$ cat src/rtl/fifo_rd_burst_ctrl.sv
// Read-domain burst drain engine: pops a programmed word count from the FIFO into a 2-entry valid/ready buffer.
// Optional macro RD_TIMEOUT_EN aborts a burst after TIMEOUT_CYCLES consecutive empty-stall cycles.
module fifo_rd_burst_ctrl #(
  parameter int DATA_WIDTH     = 8,
  parameter int ADDR_WIDTH     = 6,
  parameter int TIMEOUT_CYCLES = 255
) (
  input  logic                  rclk,
  input  logic                  rrst_n,
  input  logic                  rempty,
  input  logic [DATA_WIDTH-1:0] rdata,
  output logic                  rinc,
  input  logic                  start,
  input  logic [ADDR_WIDTH:0]   burst_len,
  output logic                  busy,
  output logic                  done,
  output logic [ADDR_WIDTH:0]   words_left,
  output logic                  out_valid,
  input  logic                  out_ready,
  output logic [DATA_WIDTH-1:0] out_data,
  output logic                  timeout
);

  localparam logic [ADDR_WIDTH:0] DEPTH = (ADDR_WIDTH+1)'(1) << ADDR_WIDTH;
  localparam logic [ADDR_WIDTH:0] ONE   = (ADDR_WIDTH+1)'(1);

  typedef enum logic [1:0] {S_IDLE, S_READ, S_DRAIN, S_DONE} state_t;

  state_t                r_state;
  state_t                w_state_nxt;
  logic [ADDR_WIDTH:0]   r_words_left;
  logic [DATA_WIDTH-1:0] r_buf0;
  logic [DATA_WIDTH-1:0] r_buf1;
  logic [1:0]            r_buf_cnt;
  logic                  w_out_fire;
  logic                  w_push;
  logic                  w_to_hit;

  assign w_out_fire = (r_buf_cnt != 2'd0) && out_ready;
  // A full buffer may still accept a word when the head leaves on the same edge.
  assign w_push     = (r_state == S_READ) && !rempty && (r_words_left != '0) &&
                      ((r_buf_cnt < 2'd2) || w_out_fire);

  assign rinc       = w_push;
  assign busy       = (r_state == S_READ) || (r_state == S_DRAIN);
  assign done       = (r_state == S_DONE);
  assign words_left = r_words_left;
  assign out_valid  = (r_buf_cnt != 2'd0);
  assign out_data   = r_buf0;

  always_comb begin
    w_state_nxt = r_state;
    case (r_state)
      S_IDLE:  if (start) w_state_nxt = (burst_len == '0) ? S_DONE : S_READ;
      S_READ: begin
        if ((w_push && (r_words_left == ONE)) || (r_words_left == '0) || w_to_hit)
          w_state_nxt = S_DRAIN;
      end
      S_DRAIN: begin
        if ((r_buf_cnt == 2'd0) || ((r_buf_cnt == 2'd1) && w_out_fire))
          w_state_nxt = S_DONE;
      end
      S_DONE:  w_state_nxt = S_IDLE;
      default: w_state_nxt = S_IDLE;
    endcase
  end

  always_ff @(posedge rclk or negedge rrst_n) begin
    if (!rrst_n) begin
      r_state      <= S_IDLE;
      r_words_left <= '0;
    end else begin
      r_state <= w_state_nxt;
      if (w_state_nxt == S_DONE)
        r_words_left <= '0;
      else if ((r_state == S_IDLE) && start)
        r_words_left <= (burst_len > DEPTH) ? DEPTH : burst_len;
      else if (w_push)
        r_words_left <= r_words_left - ONE;
    end
  end

  // Two-entry output buffer; r_buf0 is always the head.
  always_ff @(posedge rclk or negedge rrst_n) begin
    if (!rrst_n) begin
      r_buf0    <= '0;
      r_buf1    <= '0;
      r_buf_cnt <= 2'd0;
    end else begin
      case ({w_push, w_out_fire})
        2'b10: begin
          if (r_buf_cnt == 2'd0) r_buf0 <= rdata;
          else                   r_buf1 <= rdata;
          r_buf_cnt <= r_buf_cnt + 2'd1;
        end
        2'b01: begin
          r_buf0    <= r_buf1;
          r_buf_cnt <= r_buf_cnt - 2'd1;
        end
        2'b11: begin
          if (r_buf_cnt == 2'd1) begin
            r_buf0 <= rdata;
          end else begin
            r_buf0 <= r_buf1;
            r_buf1 <= rdata;
          end
        end
        default: ;
      endcase
    end
  end

`ifdef RD_TIMEOUT_EN
  localparam int TO_W = $clog2(TIMEOUT_CYCLES + 1);

  logic [TO_W-1:0] r_to_cnt;
  logic            r_timeout;
  logic            w_stall;

  assign w_stall  = (r_state == S_READ) && rempty && (r_words_left != '0);
  assign w_to_hit = w_stall && (r_to_cnt == TO_W'(TIMEOUT_CYCLES - 1));
  assign timeout  = r_timeout;

  always_ff @(posedge rclk or negedge rrst_n) begin
    if (!rrst_n) begin
      r_to_cnt  <= '0;
      r_timeout <= 1'b0;
    end else begin
      r_timeout <= w_to_hit;
      if (!w_stall || w_to_hit) r_to_cnt <= '0;
      else                      r_to_cnt <= r_to_cnt + TO_W'(1);
    end
  end
`else
  logic w_unused_timeout_cfg;

  assign w_unused_timeout_cfg = (TIMEOUT_CYCLES == 0);
  assign w_to_hit             = 1'b0;
  assign timeout              = 1'b0;
`endif

endmodule
$ cat config.mk
export PLATFORM = sky130hd
export DESIGN_NAME = fifo_rd_burst_ctrl
export DESIGN_NICKNAME = d
export VERILOG_FILES = /design/src/rtl/fifo_rd_burst_ctrl.sv
export SDC_FILE = /design/constraint.sdc
export NUM_CORES = 1
export LEC_CHECK = 0
export CORE_AREA = 4 4 62 64
export CTS_BUF_LIST = sky130_fd_sc_hd__clkbuf_4
export DETAILED_ROUTE_END_ITERATION = 16
export DIE_AREA = 0 0 66 68
export PLACE_DENSITY = 0.75
export SYNTH_ARGS = -nofsm -noshare
export SYNTH_HDL_FRONTEND = slang
export SYNTH_SLANG_ARGS = --single-unit
$ cat constraint.sdc
create_clock -name rclk -period 3.1 [get_ports rclk]
set_clock_uncertainty 0.1 [all_clocks]
set_input_delay 0.93 -clock rclk [delete_from_list [all_inputs] [get_ports rclk]]
set_output_delay 0.93 -clock rclk [all_outputs]
set_load 0.02 [all_outputs]
==> results.sh <==
export IMPL_outcome="completed"
export IMPL_synthFlopType="dfrtp_1"
export IMPL_vias=1332
export IMPL_multi_input_area_um2=851
export IMPL_io_buffers=38
export IMPL_critPathCaptureType="output pin"
export IMPL_setup_viol=0
export IMPL_core_region_area_um2=3280
export IMPL_startpoint_type="input port"
export IMPL_synth_cell_types=42
export IMPL_ys_seq_area_share_pct=42.7
export IMPL_dieArea_um2=4490
export IMPL_synth_edf_count=0
export IMPL_timing_max_cap_violations=0
export IMPL_fmax_ghz=0.332
export IMPL_design_area_um2=2090
export IMPL_diodes=0
export IMPL_post_route_cells_drive_above_1_share_pct=13.8
export IMPL_wire_per_inst_um=14.9
export IMPL_min_period_ns=3.01
export IMPL_area_delta_synth_final_pct=32.1
export IMPL_start_util_pct=48.2
export IMPL_tns_ns=0
export IMPL_p_leak_nw=0.904
export IMPL_fin_util_pct=63.7
export IMPL_yosysWarnings=0
export IMPL_placed_cells=245
export IMPL_syn_area_um2=1580
export IMPL_rsz0062_at_grt="false"
export IMPL_avgViaCountPerCell=5.35
export IMPL_final_max_slew_viol_count=0
export IMPL_routed_wl_um=3700
export IMPL_die_w_um=66
export IMPL_crit_required_ns=2.07
export IMPL_gp_congestion=0.876
export IMPL_power_density_nw_per_um2=1010
export IMPL_design_portCount=40
export IMPL_fin_nets=236
export IMPL_dp_hpwl_um=2870
export IMPL_drtIter0Drc=146
export IMPL_n_fill_cell=296
export IMPL_grt_pass1_vias=1349
export IMPL_layout_cells_non_filler=249
export IMPL_worst_pin_slew_ns=0.536
export IMPL_min_path_type="flop to flop"
export IMPL_worst_path_max_fanout=2
export IMPL_die_h_um=68
export IMPL_h_tree_depth=1
export IMPL_fp_row_count=21
export IMPL_post_route_period_util_pct=97.3
export IMPL_overflow=0
export IMPL_first_pass_iters=4
export IMPL_clk_pin_slew_ns=0.16
export IMPL_crit_arrival_ns=1.98
export IMPL_cts_buffers=3
export IMPL_vdd_drop_max_mv=0.414
export IMPL_grt_max_degree=28
export IMPL_synth_cells=156
export IMPL_async_flop_share_pct=100
export IMPL_track_usage_pct=17.9
export IMPL_whs_ns=0.424
export IMPL_finalHoldViolCount=0
export IMPL_ctsResizeCount=4
export IMPL_antenna_found_initial=0
export IMPL_slew_headroom_pct=64.1
export IMPL_synth_seq_cells=27
export IMPL_grt_pass1_wl_um=6140
export IMPL_cts_setup_buffers=0
export IMPL_drc=0
export IMPL_ff_latch_area_um2=676
export IMPL_cts_buffer_depth=2
export IMPL_synth_nets=188
export IMPL_synth_area_per_cell_um2=10.2
export IMPL_worstSetupPathType="input port to output pin"
export IMPL_cts_tree="yes"
export IMPL_placed_cell_area_um2=2070
export IMPL_cts_sinks=27
export IMPL_cts_hold_buffers_added=0
export IMPL_clk_latency_ns=0.32
export IMPL_drtAntennaViolNets=0
export IMPL_clockRootBuffer="clkbuf_4"
-- metrics by stage --
step	setup slack (ns)	total power [mW]
after floorplan	0.224	1.49
after global placement	-0.372	1.93
after detailed placement	-0.409	1.98
after CTS	0.0400	2.14
after global routing	0.0302	2.30
final	0.0852	2.12
-- placed cells by master, fill, tap and decap left out, types with 2 or more instances in the layout --
master,synthesis,layout
a211oi_1,2,2
a21oi_1,17,17
a22oi_1,9,9
a31oi_1,4,4
and3_1,2,2
buf_4,1,8
clkbuf_4,0,3
clkdlybuf4s50_1,0,36
dfrtp_1,27,27
ha_1,12,12
inv_1,10,10
mux2_2,8,8
nand2_1,13,13
nand3_1,2,2
nor2_1,13,13
nor3_1,3,3
nor4b_1,2,2
o21ai_0,2,2
or4_1,2,2
xnor2_1,3,3
-- cell families (layout without fill, tap and decap cells) --
logic type      count (synthesis)  count (layout)  synth area share (%)
buf+inv                        14              61                  3.63
xor+xnor                        4               4                  2.21
flops                          27              27                  42.7
fa+ha+maj                      12              12                  9.48
other cells                     1               1                 0.237
compound gates                 47              47                  22.6
mux                             8               8                  5.69
simple gates                   43              43                  13.5
-- critical path, stage by stage --
cell and delay (ns):
clkdlybuf4s50_1 0.41, nand2b_1 0.18, a21oi_4 0.12, nand2_1 0.08, inv_1 0.09, buf_2 0.17
-- report_power, final --
part           internal, mW  switching, mW  leakage [nW]
logic                 0.626          0.682         0.563
clock network        0.0492          0.106        0.0139
registers             0.523          0.136         0.326
-- sequential cells by signal (all words and copies together) (netlist names) --
signal	flops
out_data	8
r_buf1	8
r_buf_cnt	2
r_state	2
words_left	7
-- synthesized netlist by cell type, types with 2 or more instances --
cell type   n  area share (%)
a31oi_1     4             1.6
nand3_1     2            0.63
a21oi_1    17             5.4
and3_1      2            0.79
nor2_1     13             3.1
dfrtp_1    27              43
inv_1      10             2.4
or4_1       2            0.95
o21ai_0     2            0.63
nand2_1    13             3.1
a22oi_1     9             4.3
a211oi_1    2            0.95
xnor2_1     3             1.7
mux2_2      8             5.7
ha_1       12             9.5
nor3_1      3            0.95
nor4b_1     2             1.1
-- layer usage --
layer	vias up	share of wire [%]	routed length [um]	GRT usage, %
met3	8	4.5	168	3.78
li1	664	-	-	-
met4	0	1.7	64	4.82
met1	625	42	1570	21.1
met2	35	51	1900	32.9
met5	-	0	0	0
-- area by class of cell --
type,count,share of cell area (%)
Multi-Input combinational cell,115,40.6
Tap cell,46,2.75
Timing Repair Buffer,46,20.9
Sequential cell,27,32.3
Clock inverter,1,0.359
Inverter,11,1.97
Clock buffer,3,1.08
-- path summary, 6_finish.rpt --
| path | startpoint | end | slack [ns] | depth (start not counted) |
|---|---|---|---|---|
| setup / recovery | rempty | rinc | 0.09 | 6 |
| hold / removal | r_buf_cnt[0]$_DFFE_PN0P_ | r_buf_cnt[0]$_DFFE_PN0P_ | 0.42 | 1 |
| setup reg to reg | r_buf_cnt[1]$_DFFE_PN0P_ | out_data[1]$_DFFE_PN0P_ | 0.50 | 12 |
| hold reg to reg | r_buf_cnt[0]$_DFFE_PN0P_ | r_buf_cnt[0]$_DFFE_PN0P_ | 0.42 | 1 |
| max in group asynchronous | rrst_n | out_data[6]$_DFFE_PN0P_ | 1.78 | 2 |
| min in group asynchronous | rrst_n | words_left[4]$_DFFE_PN0P_ | 0.85 | 2 |
(Power assumes the default switching activity.)
==> variant 1, RTL diff (config.mk and constraints unchanged) <==
The option `RD_TIMEOUT_EN` is turned on by a define.
--- a/src/rtl/fifo_rd_burst_ctrl.sv
+++ b/src/rtl/fifo_rd_burst_ctrl.sv
@@ -1,4 +1,6 @@
 // Read-domain burst drain engine: pops a programmed word count from the FIFO into a 2-entry valid/ready buffer.
 // Optional macro RD_TIMEOUT_EN aborts a burst after TIMEOUT_CYCLES consecutive empty-stall cycles.
+`define RD_TIMEOUT_EN
+
 module fifo_rd_burst_ctrl #(
   parameter int DATA_WIDTH     = 8,
Formal check against the unedited RTL: same outputs for any inputs over 10 cycles, from zero or initial values and one cycle with rrst_n low; that may be too few to reach the edited logic, so the function may still have changed.
==> variant 1 against the original RTL <==
  * Worst setup slack got worse by 0.026 ns
  * Final area increased by 25%
  * Sequential power increased by 16%
  * Die area unchanged
  * Sequential cell count increased by 9
  * Power increased by 8.1%
  * Global-route usage increased by 6.1 points
  * Routed wire length increased by 28%
  * Synthesized area increased by 28%
  * Critical path type unchanged
  * Largest power group unchanged
  * Highest routed layer unchanged
==> variant 1: results (changes against the original RTL) <==
| Metric | Value |
|---|---|
| Sequential cell area share | `34.37% (+2.1 points)` |
| Final #Nets | `286 (+21%)` |
| Peak VDD IR | `585.4 uV (+41%)` |
| Buffering overhead | `17.04% (-3.9 points)` |
| Antenna Nets Post-Route | `0 (unchanged)` |
| Met3 WL post-DR | `253 um (+51%)` |
| CTS Root Buffer Type | `clkbuf_4` |
| Total track usage | `23.96% (+6.1 points)` |
| CP max FO | `4 (+2)` |
| FF+latch count, synth | `36 (+33%)` |
| Total CTS buffers | `5 (+2)` |
| Multi-input gate count | `150 (+30%)` |
| Met2 routed WL | `2.476 mm (+30%)` |
| Post-Route M1 WL | `1.952 mm (+24%)` |
| Non-clk bufs | `47 (+2.2%)` |
| Power per cell area | `875.6 nW/um^2 (-14%)` |
| Clock group power | `0.335 mW (+120%)` |
| WL per Instance | `15.86 um (+6.7%)` |
| Synth unique cells | `41 (-2.4%)` |
| Vias per Instance | `5.766 (+7.8%)` |
| Number of DRC markers in iteration 0 | `142 (-2.7%)` |
| Mapped Nets | `236 (+26%)` |
| DP HPWL | `3.531 mm (+23%)` |
| Dpl ws | `-0.6131 ns (-0.2046 ns)` |
| Cell Area, Placed | `2524 um^2 (+22%)` |
| M2 GR Usage | `42.43% (+9.5 points)` |
| ClkCell Share | `3.055% (+1.6 points)` |
| Post-synthesis adder-cell area fraction | `8.621% (-0.86 points)` |
| Most common library cells after synthesis | `dfrtp_1, nand2_1, ha_1, nor2_1, inv_1` |
| Largest net degree at the start of global routing | `37 (+32%)` |
| Outcome | `finished, final reports clean` |
| # port buffers | `39 (+2.6%)` |
| Compound-Gate Fraction of Synth Area | `16.81% (-5.8 points)` |
| RePlAce Congestion | `0.9131 (+4.2%)` |
| Worst rel slew slack | `28.28% (-36 points)` |
| Clock Latency Late Sink | `0.34 ns (+0.02 ns)` |
| CP peak stage delay | `0.48 ns (+0.07 ns)` |
| Vias in the first global route | `1721 (+28%)` |
| Leak | `1.128 nW (+25%)` |
| Top cells by area, synth | `dfrtp_1, ha_1, mux2_2, nand2_1, a22oi_1` |
| Multi-input logic area | `1091 um^2 (+28%)` |
| Share of layout cells above drive strength 1 | `15.81% (+2.0 points)` |
| Largest family of logic cells by synthesized area | `simple AND/OR/NAND/NOR gates` |
| Non-clock inverters | `12 (+1)` |
| Comb power frac | `52.1% (-9.5 points)` |
| Reg clk slew, reported paths | `0.12 ns (-0.04 ns)` |
| CTS resizes | `11 (+7)` |
| Sequential share of the synthesized area | `44.33% (+1.7 points)` |
| Psw | `0.9415 mW (+1.8%)` |
| Worst path arrival time | `2.01 ns (+0.03 ns)` |
| Fill cells | `216 (-27%)` |
| Routing usage on met1 | `28.89% (+7.7 points)` |
| Grt met3 use | `5.419% (+1.6 points)` |
| Xor and xnor area share after synthesis | `3.879% (+1.7 points)` |
[variant 1: cell types whose count changed in the layout (fill, tap and decap cells not counted), moves of 4 or more]
cell     delta
a31oi_1     +4
nand4_1     +4
xor2_1      +4
nand3_1     +8
o21ai_0     +9
nand2_1     +8
a21oi_1    -10
dfrtp_1     +9
[variant 1: final timing paths]
check / startpoint / end / slack, ns / cells after the start
max: rempty / rinc / 0.06 / 6
min: out_data[1] / out_data[1] / 0.40 / 2
max reg2reg: words_left[3] / r_buf1[7] / 0.42 / 9
min reg2reg: out_data[1] / out_data[1] / 0.40 / 2
max in group asynchronous: rrst_n / r_state[1] / 1.68 / 2
min in group asynchronous: rrst_n / r_buf_cnt[1] / 0.89 / 2
[variant 1: stage by stage]
step	cells	util, %
floorplan	202	-
global placement	291	76.84
detailed placement	291	76.84
CTS	299	79.81
global route	299	79.81
finish	299	79.81
[variant 1: worst min-delay path, stage by stage (launching register included)]
cell and delay [ns]:
dfrtp_1 0.36, nand2_1 0.05, o21ai_0 0.06
==> variant 2, RTL diff (same flow settings) <==
Made on the original files. The 4 states of `state_t` get a one-hot encoding in 4 bits.
--- a/src/rtl/fifo_rd_burst_ctrl.sv
+++ b/src/rtl/fifo_rd_burst_ctrl.sv
@@ -25,5 +25,5 @@
   localparam logic [ADDR_WIDTH:0] ONE   = (ADDR_WIDTH+1)'(1);
 
-  typedef enum logic [1:0] {S_IDLE, S_READ, S_DRAIN, S_DONE} state_t;
+  typedef enum logic [3:0] {S_IDLE = 4'b0001, S_READ = 4'b0010, S_DRAIN = 4'b0100, S_DONE = 4'b1000} state_t;
 
   state_t                r_state;
Check against the original RTL: same outputs for any inputs over 10 cycles, from zero or initial values and one cycle with rrst_n low; not proved beyond that.
==> variant 2 against the original RTL <==
  * Clock power rose by 35%
  * Worst setup slack improved by 0.073 ns
  * Sequential cell count rose by 2
  * Final area rose by 14%
  * Sequential share of layout area fell by 1.8 points
  * Fmax rose by 2.5%
  * Worst hold slack got worse by 0.012 ns
  * Power rose by 0.31%
  * Synthesized area rose by 5.5%
  * Routed wire length rose by 13%
  * Critical path type unchanged
==> variant 2: results (changes against the original RTL) <==
| Metric | Value |
|---|---|
| Outcome | `finished, final reports clean` |
| Compound-Gate Fraction of Synth Area | `21.42% (-1.2 points)` |
| Hold_sp | `r_buf1[5]` |
| Synth unique cells | `44 (+4.8%)` |
| Number of diodes | `0 (unchanged)` |
| CP peak stage delay | `0.44 ns (+0.03 ns)` |
| Peak VDD IR | `482.2 uV (+17%)` |
| Total CTS buffers | `5 (+2)` |
| Hold Path Sink | `r_buf1[5]` |
| Dpl ws | `-0.5995 ns (-0.1910 ns)` |
| # clk buffers | `6 (+3)` |
| Largest net degree at the start of global routing | `19 (-32%)` |
| Least-Margin Pin Slew | `0.5855 ns (+0.04935 ns)` |
| R2R Path End | `out_data[0]` |
| Placed cells | `266 (+8.6%)` |
| Non-clk bufs | `72 (+57%)` |
| Leak | `1.057 nW (+17%)` |
| Most common library cells after synthesis | `dfrtp_1, mux2_2, inv_1` |
| Setup repair bufs after CTS | `2 (+2)` |
| Post-layout worst setup margin | `0.1586 ns (+0.07344 ns)` |
| Number of DRC markers in iteration 0 | `96 (-34%)` |
| Reg2reg start | `words_left[3]` |
| Vias in the first global route | `1535 (+14%)` |
| Final #Nets | `256 (+8.5%)` |
| CTS resizes | `10 (+6)` |
| Total track usage | `21.27% (+3.4 points)` |
| First-pass GRT wire length | `7.189 mm (+17%)` |
| Xor and xnor area share after synthesis | `1.573% (-0.64 points)` |
| Sequential cell area share | `30.43% (-1.8 points)` |
| Post-synthesis adder-cell area fraction | `5.243% (-4.2 points)` |
| Worst path arrival time | `1.91 ns (-0.07 ns)` |
| ClkCell Share | `2.043% (+0.61 points)` |
| Non-filler cells, final | `275 (+10%)` |
| Seq cells | `29 (+7.4%)` |
| Sequential share of the synthesized area | `43.52% (+0.87 points)` |
| RePlAce Congestion | `0.9208 (+5.1%)` |
| Vias per Instance | `5.549 (+3.7%)` |
| Top cells by area, synth | `dfrtp_1, mux2_2, ha_1, a22o_1, o211ai_1` |
| # H-tree levels | `2 (+1)` |
| DP HPWL | `3.369 mm (+18%)` |
| Share of layout cells above drive strength 1 | `28.38% (+15 points)` |
| Fill cells | `262 (-11%)` |
| Post-synthesis mux area share | `10.79% (+5.1 points)` |
| Hold depth | `1 (unchanged)` |
| Multi-input logic area | `878.3 um^2 (+3.2%)` |
| Reg clk slew, reported paths | `0.08 ns (-0.08 ns)` |
| Buffering overhead | `26.61% (+5.7 points)` |
[variant 2: cell count changes after synthesis, moves of 8 or more]
cell / before / now
a21oi_1: 17 / 6
a22o_1: 0 / 9
a22oi_1: 9 / 1
nor2_1: 13 / 2
mux2_2: 8 / 16
[variant 2: per-stage QoR]
stage / hold slack [ns] / cell area, um^2
2_1_floorplan: 0.3733 / 1670
3_3_place_gp: 0.3872 / 2318
3_5_place_dp: 0.3981 / 2318
4_1_cts: 0.4186 / 2389
5_1_grt: 0.4387 / 2389
6_report: 0.4123 / 2389
[variant 2: layer usage]
metal,GRT usage (%),vias up,wire (um),part of all wire (%)
li1,-,733,-,-
met1,27.87,749,1740,42
met2,34.79,38,2166,52
met3,4.762,6,224,5.4
met4,7.614,0,55,1.3
met5,0,-,0,0
[variant 2: where the power goes]
part           switching, mW  internal (mW)  leakage, nW  total (mW)
clock network          0.119         0.0908       0.0292       0.210
registers              0.110          0.552        0.360       0.662
logic                  0.606          0.652        0.669        1.26
total                  0.834           1.30         1.06        2.13
